--- config.mk ---
export PLATFORM = sky130hd
export DESIGN_NAME = prim_chain_sequencer
export DESIGN_NICKNAME = d
export VERILOG_FILES = /design/src/rtl/prim_chain_sequencer.sv
export SDC_FILE = /design/constraint.sdc
export NUM_CORES = 1
export LEC_CHECK = 0
export BUFFER_PORTS_ARGS = -buffer_cell sky130_fd_sc_hd__buf_2
export CORE_MARGIN = 8
export CORE_UTILIZATION = 46
export DETAILED_ROUTE_END_ITERATION = 12
export GPL_TIMING_DRIVEN = 0
export PLACE_DENSITY = 0.79
export REMOVE_ABC_BUFFERS = 1
export SYNTH_ARGS = -nofsm -noshare
export SYNTH_HDL_FRONTEND = slang
export SYNTH_SLANG_ARGS = --single-unit
--- constraint.sdc ---
create_clock -name clk -period 1.57 [get_ports clk]
set_clock_uncertainty 0.15 [all_clocks]
set_input_delay 0.314 -clock clk [delete_from_list [all_inputs] [get_ports clk]]
set_output_delay 0.314 -clock clk [all_outputs]
set_load 0.05 [all_outputs]
--- src/rtl/prim_chain_sequencer.sv ---
// Time-multiplexed primitive chain: one layer of IO_PAIRS pair primitives
// (odd ^= even, even = ~even) is applied to a held vector once per RUN cycle.
//
// state | meaning
// IDLE  | waiting for a request, in_ready high
// RUN   | applying one stage per cycle until the iteration count is exhausted
// DONE  | result held on out_data with out_valid high until the consumer takes it
module prim_chain_sequencer #(
  parameter int IO_PAIRS = 9,
  parameter int CNT_W    = 8
) (
  input  logic                  clk,
  input  logic                  rst,
  input  logic                  in_valid,
  output logic                  in_ready,
  input  logic [2*IO_PAIRS-1:0] in_data,
  input  logic [CNT_W-1:0]      in_iter,
  input  logic                  abort,
  output logic                  out_valid,
  input  logic                  out_ready,
  output logic [2*IO_PAIRS-1:0] out_data,
  output logic                  busy,
  output logic [CNT_W-1:0]      stage_idx
);

  localparam int W = 2 * IO_PAIRS;

  typedef enum logic [1:0] {
    IDLE = 2'd0,
    RUN  = 2'd1,
    DONE = 2'd2
  } state_e;

  state_e           state_q, state_d;
  logic [W-1:0]     d_q, d_d, stage_out;
  logic [CNT_W-1:0] rem_q, rem_d, idx_q, idx_d;

  // one layer of primitives; the odd bit uses the even bit before inversion
  always_comb begin
    stage_out = d_q;
    for (int j = 0; j < IO_PAIRS; j++) begin
      stage_out[2*j+1] = d_q[2*j+1] ^ d_q[2*j];
      stage_out[2*j]   = ~d_q[2*j];
    end
  end

  always_comb begin
    state_d   = state_q;
    d_d       = d_q;
    rem_d     = rem_q;
    idx_d     = idx_q;
    in_ready  = 1'b0;
    out_valid = 1'b0;
    busy      = 1'b0;
    case (state_q)
      IDLE: begin
        in_ready = 1'b1;
        if (in_valid) begin
          d_d     = in_data;
          rem_d   = in_iter;
          idx_d   = '0;
          state_d = (in_iter == '0) ? DONE : RUN;
        end
      end
      RUN: begin
        busy = 1'b1;
        // abort wins over the final stage and freezes the partial result
        if (abort) begin
          state_d = IDLE;
        end else begin
          d_d   = stage_out;
          rem_d = rem_q - CNT_W'(1);
          idx_d = idx_q + CNT_W'(1);
          if (rem_q == CNT_W'(1)) begin
            state_d = DONE;
          end
        end
      end
      DONE: begin
        out_valid = 1'b1;
        if (out_ready) begin
          state_d = IDLE;
        end
      end
      default: begin
        state_d = IDLE;
      end
    endcase
  end

  always_ff @(posedge clk) begin
    if (rst) begin
      state_q <= IDLE;
      d_q     <= '0;
      rem_q   <= '0;
      idx_q   <= '0;
    end else begin
      state_q <= state_d;
      d_q     <= d_d;
      rem_q   <= rem_d;
      idx_q   <= idx_d;
    end
  end

  assign out_data  = d_q;
  assign stage_idx = idx_q;

endmodule

; After elaboration in Yosys (flattened, before gate mapping)
; Cells that the tools add are included.
[word_totals]
regBits = 36
[op_classes]
addsub = 2
n_eq_ne = 7
muxes = 18
bitwise = 18
reduce_logical = 5
[op_table]
columns = cell, count
row1 = 2-to-1 mux 18 bit, 2
row2 = one-hot mux 18 bit (2 select lines), 1
row3 = 2-to-1 mux 8 bit, 4
row4 = one-hot mux 8 bit (2 select lines), 2
row5 = 2-to-1 mux 2 bit, 5
row6 = NOT 1 bit, 9
row7 = bitwise XOR 1 bit, 9
row8 = adder 8 x 1 -> 8 bit (second input constant), 1
row9 = equality test 8 x 1 -> 1 bit (second input constant), 1
row10 = zero test 8 bit, 1
row11 = subtractor 8 x 1 -> 8 bit (second input constant), 1
row12 = != test 2 bit (second input constant), 3
row13 = one-hot mux 2 bit (3 select lines), 1
row14 = AND reduction 3 bit, 2
row15 = 2-to-1 mux 1 bit, 3
row16 = != test 3 bit (second input constant), 1
row17 = equality test 2 x 1 -> 1 bit (second input constant), 1
row18 = equality test 2 bit (second input constant), 1
row19 = zero test 2 bit, 1
row20 = nonzero test 2 bit, 1

; Depth between registers and ports, before layout
[depth]
ltp_word = 4
depth_mapped = 7
depth_no_buf = 6

; Least setup slack after synthesis
; OpenSTA, ideal clock, no wires.
[synth_timing]
kind = reg-to-reg
start = register idx_q[0] (netlist: stage_idx[0])
end = register idx_q[6] (netlist: stage_idx[6])
setup_time_ps = 119
arrival_time_ps = 1599
path_slack_ps = -298
path_stages_with_launch = 6
period_less_slack_ps = 1868
cell_sequence = dfxtp_1 -> ha_1 -> nand2_1 -> a2111oi_0 -> xnor2_1 -> nor2_1
[synth_between]
elab_chain_cells = 3
[synth_rtl]
columns = element, line
row1 = start: declaration, 36  ; logic [CNT_W-1:0] rem_q, rem_d, idx_q, idx_d;
row2 = start signal: assignment, 101  ; idx_q <= idx_d;
row3 = adder 8 x 1 -> 8 bit, 73  ; idx_d = idx_q + CNT_W'(1);
row4 = 2-to-1 mux 8 bit, 68  ; if (abort) begin
row5 = one-hot mux 8 bit (2 select lines), 55  ; case (state_q)
; No other way between the ends. The select of a mux whose other input is x is not followed.
; A chain may end at the register's enable or synchronous reset.

; Worst setup path in the final report
[layout_timing]
start = register state_q[0]
end = register d_q[4] (netlist: out_data[4])
[layout_between]
elab_chain_cells = 3
word_cells_on_any_way = 7
cone_classes = eq/ne (3) / mux (1) / reduce/logical (3)
[layout_rtl]
columns = element, line
row1 = start: declaration, 34  ; state_e state_q, state_d;
row2 = start signal: assignment, 98  ; state_q <= state_d;
row3 = equality test 2 x 1 -> 1 bit / zero test 2 bit (equally long branches), 55
row4 = != test 2 bit (no source line) / nonzero test 2 bit (equally long branches), -
row5 = AND reduction 3 bit (no source line), -
row6 = end signal: assignment, 94  ; d_q <= '0;
row7 = end signal: assignment, 99  ; d_q <= d_d;
row8 = end: declaration, 35  ; logic [W-1:0] d_q, d_d, stage_out;
; Parallel ways exist; a longest one is shown, timed or not.

==> results.md <==
* Commonest cells after routing, fill and taps aside: buf_2 (57), nand2_1 (32), dfxtp_1 (30), buf_4 (24), a21oi_1 (22)
* Vias in the first global route at 2057
* Port bufs at 59
* Power Total at 2.91 mW
* Failing checks: negative setup slack
* Crit share post-route at 106%
* Worst Tran Pin Value at 0.571 ns
* CTS Buf Count at 5
* Setup CP Type: reg -> reg
* Detailed Route Iter0 Violations at 184
* Post-synthesis cell type count at 44
* PnR worst setup slack at -0.0992 ns
* Status: complete, but fails checks
* Worst R2R Start: state_q[0]$_SDFFE_PP0P_
* DR vias at 2270
* Core area at 4060 um2
* Skew-Pair Late Insertion Delay at 0.29 ns
* Cell taking the most area after synthesis: dfxtp_1
* Height of the chip at 81.1 um
* Yosys warns at 0
* Post-route non-filler standard cell count at between 300 and 400
* Slew Viols, Final at 0
* Die Wd at 81.1 um
* Synth top area share at 36.9%
* Clk sinks at 36
* FP Rows at 23
* Top_reg_cell synth: dfxtp_1
* Number of enable flip-flop cells after synthesis at 0
* Synth area leaders: dfxtp_1 (37%), a21oi_1 (8.5%), nand2_1 (6.5%), mux2_2 (5.8%), a311oi_1 (4.0%)
* Commonest non-fill, non-tap cell in the layout: buf_2
* Vias per cell at 5.93
* Detailed-placement wirelength estimate at 3370 um
* Final setup fails at 23
* GR Util All Layers at 18.3%
* Share of post-route cells with drive strength above 1 at a little under half
* Die area at ~6600 um2
* Final Hold Fails at 0
* Slew headroom at 61.9%
* Worst hold-check path type: in -> reg
* Setup TNS at -1.12 ns
* Crit. Startpoint: state_q[0]$_SDFFE_PP0P_
* Min Tclk post-route at approximately 1.7 ns
* GP Congestion at 0.825
* Sequential area share after synthesis at 36.9%
* Max Freq at 599 MHz
* Reg clk slew, reported paths at about 0.070 ns
* Worst setup EP type: register
* Max Cap Violations at 0
* Unrepaired setup endpoints after global routing: true
* Initial antenna violation count at 0
* Initial Util at between 40% and 50%
* Longest Clk Path Bufs at 2
* PwrDens at 967 nW/um2
* Detailed Route WL at 7050 um
* Placed Area at 2240 um2
* Largest net degree at the start of global routing at 29
* FF+latch count, synth at 36
* Io pins at 60
* Design area at 3010 um2
* Hold Slack at 0.142 ns
* Final ANT Viol Nets at 0
* Leakage at 1.29 nW
* Min-delay src: in_data[0]
* First-pass DRT Iterations at 6
* CTS tree: yes
* Area added between synthesis and finish at 54.0%
* Syn_area_per_cell at 7.97 um2
* Remaining routing DRC violations at 0
* Root Buffer: clkbuf_8
* Grt total ovfl at 0
* Maximum VDD drop at 0.608 mV
* First-pass GRT wire length at a little under 10000 um
* WP data arrival at between 1.5 and 2 ns
* Worst endpoint required time at 1.57 ns
* WL per Instance at 18.4 um
* H-tree levels at 2
* Mapped Area at about 2000 um2
* # diodes at 0
* Synth async-reset ratio at 0%
* CP Launch Type: register
* Mapped Cells at 245
* Placed cells at 339
* # nets final at 367
* Critical Path Fanout Max at 8
-- registers in the layout, summed over array words and instances, names as in the netlist --
signal     flops
rem_q          8
state_q        2
stage_idx      8
out_data      18
-- critical path, stage by stage (launching register included) --
cell       delay (ns)
dfxtp_4          0.38
nand2b_4         0.16
buf_6            0.12
a21oi_4          0.28
clkbuf_16        0.23
buf_4            0.11
a311oi_1         0.08
-- what timing repair did --
action | in CTS | in global routing
cloned | 4 | 3
pin swaps | 5 | 25
hold buffers | 0 | 0
endpoints found under the setup margin | 37 | 35
endpoints found under the hold margin | 0 | 0
buffers inserted | 11 | 19
resized for setup | 28 | 50
-- synthesized netlist by cell type (3+ instances only) --
| library cell | number |
|---|---|
| a21oi_1 | 33 |
| a311oi_1 | 9 |
| buf_2 | 6 |
| clkbuf_1 | 5 |
| dfxtp_1 | 36 |
| ha_1 | 3 |
| inv_1 | 7 |
| mux2_2 | 10 |
| nand2_1 | 34 |
| nand2b_1 | 10 |
| nand3_1 | 4 |
| nor2_1 | 18 |
| nor2b_1 | 10 |
| nor4_1 | 3 |
| o21ai_0 | 14 |
| or3_1 | 3 |
| xnor2_1 | 4 |
-- area by class of cell --
class / instances / area [um2]
clock buffers: 7 / 96.3
repair buffers: 91 / 629
flip-flops and latches: 36 / 733
inverters: 8 / 42.5
multi-input cells: 191 / 1440
well taps: 50 / 62.6
fillers: 288 / 1050
-- report_power, final --
group / switching, mW / internal [mW]
sequential: 0.0996 / 0.991
clock: 0.330 / 0.391
combinational: 0.621 / 0.473
total: 1.05 / 1.85
-- stage by stage --
step	setup WS, ns	utilization (%)
final	-0.0992	74.1
after floorplan	-1.02	-
after global placement	-1.52	55.2
after global routing	-0.124	74.1
after detailed placement	-0.934	55.3
after CTS	-0.0846	63.5
-- per-layer routing --
metal	vias to the layer above	wire (um)	track usage (%)
met1	1075	2890	23.4
met2	110	3490	28.5
met3	16	539	5.74
met5	-	0	0
met4	0	134	5.71
li1	1069	-	-
-- cell families (layout without fill, tap and decap cells) --
group,count (synthesis),count (layout),synth area share [%]
xor gates and xnor gates,4,4,1.79
buffers and inverters,23,106,5.06
adders and majority gates,3,3,1.92
muxes,10,10,5.77
AOI/OAI and AO/OA,78,80,25.3
DFF,36,36,36.9
and+or+nand+nor,91,94,23.3
-- worst paths after layout --
| path | to | slack, ns | depth (start not counted) |
|---|---|---|---|
| setup / recovery | out_data[4]$_SDFFE_PP0P_ | -0.1 | 6 |
| hold / removal | out_data[0]$_SDFFE_PP0P_ | 0.14 | 3 |
| setup reg to reg | out_data[4]$_SDFFE_PP0P_ | -0.1 | 6 |
| hold reg to reg | rem_q[1]$_SDFFE_PP0P_ | 0.33 | 2 |
Note: power is estimated with default switching activity, not from simulation.
